--- src/rtl/frame_tx_1101_pkg.sv ---
// frame_tx_1101_pkg: state encodings and link constants shared by the 1101 transmitter and detector
package frame_tx_1101_pkg;

    typedef enum logic [1:0] {
        IDLE = 2'b00,
        PRE  = 2'b01,
        DATA = 2'b11,
        GAP  = 2'b10
    } state_t;

    localparam logic [3:0] PATTERN_1101 = 4'b1101;
    localparam logic       FOUND        = 1'b1;
    localparam logic       NOTFOUND     = 1'b0;

    // Counter must reach the longest phase: preamble, payload or gap.
    function automatic int cnt_w(input int data_w, input int gap_cyc);
        int m;
        m = data_w > 4 ? data_w : 4;
        m = gap_cyc > m ? gap_cyc : m;
        return $clog2(m) + 1;
    endfunction

endpackage

--- src/rtl/frame_tx_1101_piso_shift.sv ---
// piso_shift: parallel-in/serial-out register, MSB first, with load and shift enables
module piso_shift #(
    parameter int DATA_W = 8
) (
    input  logic              clk,
    input  logic              reset,
    input  logic              load,
    input  logic              shift,
    input  logic [DATA_W-1:0] d,
    output logic              msb
);

    logic [DATA_W-1:0] sr;

    always_ff @(posedge clk) begin
        if (!reset)
            sr <= '0;
        else if (load)
            sr <= d;
        else if (shift)
            sr <= sr << 1;
    end

    assign msb = sr[DATA_W-1];

endmodule

--- src/rtl/frame_tx_1101.sv ---
// frame_tx_1101: serial frame transmitter sending preamble, MSB-first payload and idle gap
module frame_tx_1101
    import frame_tx_1101_pkg::*;
#(
    parameter int         DATA_W  = 8,
    parameter logic [3:0] PATTERN = PATTERN_1101,
    parameter int         GAP_CYC = 1
) (
    input  logic              clk,
    input  logic              reset,
    input  logic              start,
    input  logic [DATA_W-1:0] data,
    output logic              ready,
    output logic              y,
    output logic              busy,
    output logic              done
);

    localparam int CW = cnt_w(DATA_W, GAP_CYC);

    state_t          state, state_n;
    logic [CW-1:0]   cnt, cnt_n;
    logic            y_n, busy_n, done_n;
    logic            load, shift, msb;

    piso_shift #(.DATA_W(DATA_W)) u_shift (
        .clk   (clk),
        .reset (reset),
        .load  (load),
        .shift (shift),
        .d     (data),
        .msb   (msb)
    );

    assign ready = state == IDLE;

    always_comb begin
        state_n = state;
        cnt_n   = cnt;
        y_n     = 1'b0;
        busy_n  = busy;
        done_n  = 1'b0;
        load    = 1'b0;
        shift   = 1'b0;
        case (state)
            IDLE: begin
                busy_n = 1'b0;
                if (start) begin
                    load    = 1'b1;
                    cnt_n   = '0;
                    y_n     = PATTERN[3];
                    busy_n  = 1'b1;
                    state_n = PRE;
                end
            end
            PRE: begin
                // The last preamble edge already presents the payload MSB.
                if (cnt == CW'(3)) begin
                    y_n     = msb;
                    shift   = 1'b1;
                    cnt_n   = '0;
                    state_n = DATA;
                end else begin
                    y_n   = PATTERN[2'd2 - cnt[1:0]];
                    cnt_n = cnt + CW'(1);
                end
            end
            DATA: begin
                if (cnt == CW'(DATA_W - 1)) begin
                    cnt_n   = '0;
                    state_n = GAP;
                end else begin
                    y_n   = msb;
                    shift = 1'b1;
                    cnt_n = cnt + CW'(1);
                end
            end
            default: begin
                if (cnt == CW'(GAP_CYC - 1)) begin
                    cnt_n   = '0;
                    busy_n  = 1'b0;
                    done_n  = 1'b1;
                    state_n = IDLE;
                end else begin
                    cnt_n = cnt + CW'(1);
                end
            end
        endcase
    end

    always_ff @(posedge clk) begin
        if (!reset) begin
            state <= IDLE;
            cnt   <= '0;
            y     <= 1'b0;
            busy  <= 1'b0;
            done  <= 1'b0;
        end else begin
            state <= state_n;
            cnt   <= cnt_n;
            y     <= y_n;
            busy  <= busy_n;
            done  <= done_n;
        end
    end

endmodule

--- config.mk ---
export PLATFORM = sky130hd
export DESIGN_NAME = frame_tx_1101
export DESIGN_NICKNAME = d
export VERILOG_FILES = /design/src/rtl/frame_tx_1101_pkg.sv /design/src/rtl/frame_tx_1101_piso_shift.sv /design/src/rtl/frame_tx_1101.sv
export SDC_FILE = /design/constraint.sdc
export NUM_CORES = 1
export LEC_CHECK = 0
export BUFFER_PORTS_ARGS = -buffer_cell sky130_fd_sc_hd__buf_4
export CORE_MARGIN = 2
export CORE_UTILIZATION = 30
export DETAILED_ROUTE_END_ITERATION = 16
export GPL_TIMING_DRIVEN = 1
export PLACE_DENSITY = 0.49
export RECOVER_POWER = 50
export SLEW_MARGIN = 20
export SYNTH_ARGS = -nofsm -noshare
export SYNTH_HDL_FRONTEND = slang
export SYNTH_SLANG_ARGS = --single-unit
--- constraint.sdc ---
create_clock -name clk -period 3.9 [get_ports clk]
set_input_delay 0.585 -clock clk [delete_from_list [all_inputs] [get_ports clk]]
set_output_delay 0.585 -clock clk [all_outputs]
set_load 0.01 [all_outputs]
==> results.rst <==
.. list-table::
   :header-rows: 1

   * - Metric
     - Value
   * - Row cnt
     - 20
   * - Sequential fraction of the synthesis area
     - 36.6%
   * - Combinational family with the most area after synthesis
     - compound AO/OA/AOI/OAI gates
   * - Clock network latency to the later pin of the worst-skew pair
     - 290 ps
   * - Crit path launch type
     - flip-flop
   * - Library cell with the highest instance count after synthesis
     - sky130_fd_sc_hd__dfxtp_1
   * - Number of buffers inserted to repair setup after CTS
     - 0
   * - Total half-perimeter wirelength after legalization and detailed placement
     - 1.47 mm
   * - Count of hold-fix buffers inserted at cts
     - 0
   * - Maximum buffer depth of the clock tree
     - 2
   * - Final worst-path cycle share
     - 48.5%
   * - Final setup skew
     - 11.2 ps
   * - Fraction of layout cells with a size suffix above 1
     - 24.0%
   * - Area enclosed by the die boundary
     - 3560 sq um
   * - Final sum of negative setup slack
     - 0 ps
   * - Area fraction in compound gates after synthesis
     - 28.0%
   * - Maximum number of pins on one net before global-route repair
     - 12
   * - Total core area
     - 3000 sq um
   * - Max-cap violations
     - 0
   * - Final wirelength
     - 1.94 mm
   * - Min Hold Slack
     - 509 ps
   * - Detailed-router iteration count before antenna repair
     - 4
   * - Total congestion overflow after global routing
     - 0
   * - Total global-route track usage
     - 11.9%
   * - Antenna cell count
     - 0
   * - Number of nets with antenna violations after detailed routing
     - 0
   * - Status
     - complete, no violations
   * - Sink Count
     - 17
   * - Most Used Layer, Global Route
     - met2
   * - Maximum fanout encountered on the critical timing path
     - 11
   * - Number of failing setup endpoints in the final timing report
     - 0
   * - Number of nets in the synthesized netlist
     - 123
   * - Number of max-slew violations in the final report
     - 0
   * - Headroom to the max-slew limit
     - 61.3%
   * - Tightest Pin Transition
     - 576 ps
   * - Die Y
     - 59.7 um
   * - CTS clk-pin slew, worst paths
     - 110 ps
   * - Xor/xnor cell area share of the yosys netlist
     - 0%
   * - Standard cell area after detailed placement
     - 1030 sq um
   * - Number of synthesized register bits
     - 17
   * - Number of remaining DRC errors
     - 0
   * - Post-synthesis cell type with the largest combined area
     - sky130_fd_sc_hd__dfxtp_1
   * - Global routing usage on met1
     - 17.2%
   * - Initial core utilization
     - 31.0%
   * - Arr. time, crit path
     - 1310 ps
   * - Setup slack of the critical path after layout
     - 2010 ps
   * - Number of port buffers
     - 14
   * - Fmax
     - 529 MHz
   * - First-iteration detailed-routing DRC count
     - 27
   * - Met3 usage in global routing
     - 1.95%
   * - Die Width
     - 59.7 um
   * - Commonest cells in the synthesized netlist
     - sky130_fd_sc_hd__dfxtp_1, sky130_fd_sc_hd__nor2_1, sky130_fd_sc_hd__o21ai_0, sky130_fd_sc_hd__nor3_1, sky130_fd_sc_hd__a211oi_2
   * - Fraction of synthesized cell area taken by the top area cell type
     - 36.6%
   * - Detail-routed net length per standard cell
     - 12.6 um
   * - Area contributors post-synth
     - sky130_fd_sc_hd__dfxtp_1, sky130_fd_sc_hd__a211oi_2, sky130_fd_sc_hd__o21ai_0, sky130_fd_sc_hd__nor2_1, sky130_fd_sc_hd__nor3_1
   * - Nets
     - 136
   * - Fraction of synthesis flops using an asynchronous set or reset pin
     - 0%
   * - RSZ-0062 raised after global routing
     - false
   * - Max H-tree Level
     - 1
   * - Via count of the first global-routing pass
     - 711
   * - Number of standard cells after synthesis
     - 109
   * - Hold Crit Class
     - reg -> reg
   * - Number of hold violations in the final report
     - 0
   * - EDFF count, synth
     - 0
   * - Type of the worst setup path
     - reg -> out
   * - Number of buffers added by the clock tree synthesis step
     - 3
   * - Ys flop type
     - sky130_fd_sc_hd__dfxtp_1
   * - Average footprint of a synthesized cell
     - 8.54 sq um
   * - Fraction of the mapped netlist area in adder cells
     - 4.03%
   * - CP Capture Type
     - output pin
   * - Total I/O pin count
     - 15
   * - Crit path time final
     - 1890 ps
   * - Global-route met2 utilization
     - 17.4%
   * - RD Place Congestion
     - 0.756
   * - Leakage power
     - 0.388 nW
   * - Antenna violations before repair
     - 0
   * - Clock tree from TritonCTS
     - built
   * - Portion of netlist area occupied by mux cells
     - 0%
   * - IR drop worst, VDD
     - 0.133 mV
   * - Synth warn
     - 0
   * - Count of distinct cell types in the synthesized netlist
     - 33
   * - Vias
     - 791
   * - Required @ worst endpoint
     - 3310 ps
   * - Post-route design area
     - 1050 sq um
   * - Mean number of vias per cell
     - 5.14
   * - Global-route wire length before repair
     - 3.22 mm
   * - Layout area overhead
     - 12.8%
   * - Root buf cell
     - sky130_fd_sc_hd__clkbuf_4
   * - Gates resized, CTS repair
     - 0
   * - Total power density per cell area
     - 315 nW/um^2
   * - Netlist area before placement
     - 931 sq um
   * - Worst slack, placed
     - 2020 ps
   * - Post-synthesis share of cell area spent on and, or, nand and nor gates
     - 23.8%
flip-flops by register name, summed over array words and instances, names as in the netlist:
signal      cells
cnt             4
busy            1
done            1
y               1
state           2
u_shift.sr      8
area by class of cell:
class | count | area (sq um)
clock inverters | 1 | 5.00
flip-flops and latches | 17 | 340
well taps | 33 | 41.3
clock buffers | 3 | 22.5
inverters | 7 | 27.5
repair buffers | 14 | 93.8
multi-input cells | 79 | 519
fillers | 335 | 1950
routing by layer:
layer	vias to the layer above	routed length, um
met5	-	0
met4	0	40
met3	4	72
met2	14	853
met1	361	977
li1	412	-
worst max-delay path, stage by stage, from the launching register on:
cell	delay [ps]
sky130_fd_sc_hd__dfxtp_1	600
sky130_fd_sc_hd__or2_4	230
sky130_fd_sc_hd__clkinv_2	60
sky130_fd_sc_hd__buf_4	140
cell usage in the layout, fill, tap and decap left out, drive strengths merged, types with 2 or more instances in the layout:
cell and n:
a31oi 2, clkbuf 6, buf 11, nand2b 2
nor3 9, and2 2, nor2b 3, nor2 14
inv 6, a21oi 6, a211oi 7, o21ai 11
nand2 5, dfxtp 17, clkinv 2, nand3 5
ha 3
worst paths after layout:
check	from	to	slack, ps	depth (start not counted)
min reg2reg	busy	busy	510	2
min	busy	busy	510	2
max reg2reg	cnt[0]	u_shift.sr[7]	2040	5
max	state[1]	ready	2010	3
where the power goes:
part | internal, mW | leakage, nW | switching, mW
combinational | 0.0231 | 0.231 | 0.0268
clock | 0.0380 | 0.0177 | 0.0541
sequential | 0.183 | 0.140 | 0.00648
stage by stage:
stage	power, mW	instances	util [%]
CTS	0.341	154	35.3
floorplan	0.228	109	-
detailed placement	0.245	150	34.4
global placement	0.244	150	34.4
finish	0.331	154	35.0
global route	0.354	154	35.0
kinds of logic (layout without fill, tap and decap cells):
family / count (synthesis) / in the layout
AOI/OAI and AO/OA: 32 / 32
adders and majority gates: 3 / 3
buffers and inverters: 13 / 25
DFF: 17 / 17
and+or+nand+nor: 44 / 44
(Power assumes the default switching activity.)
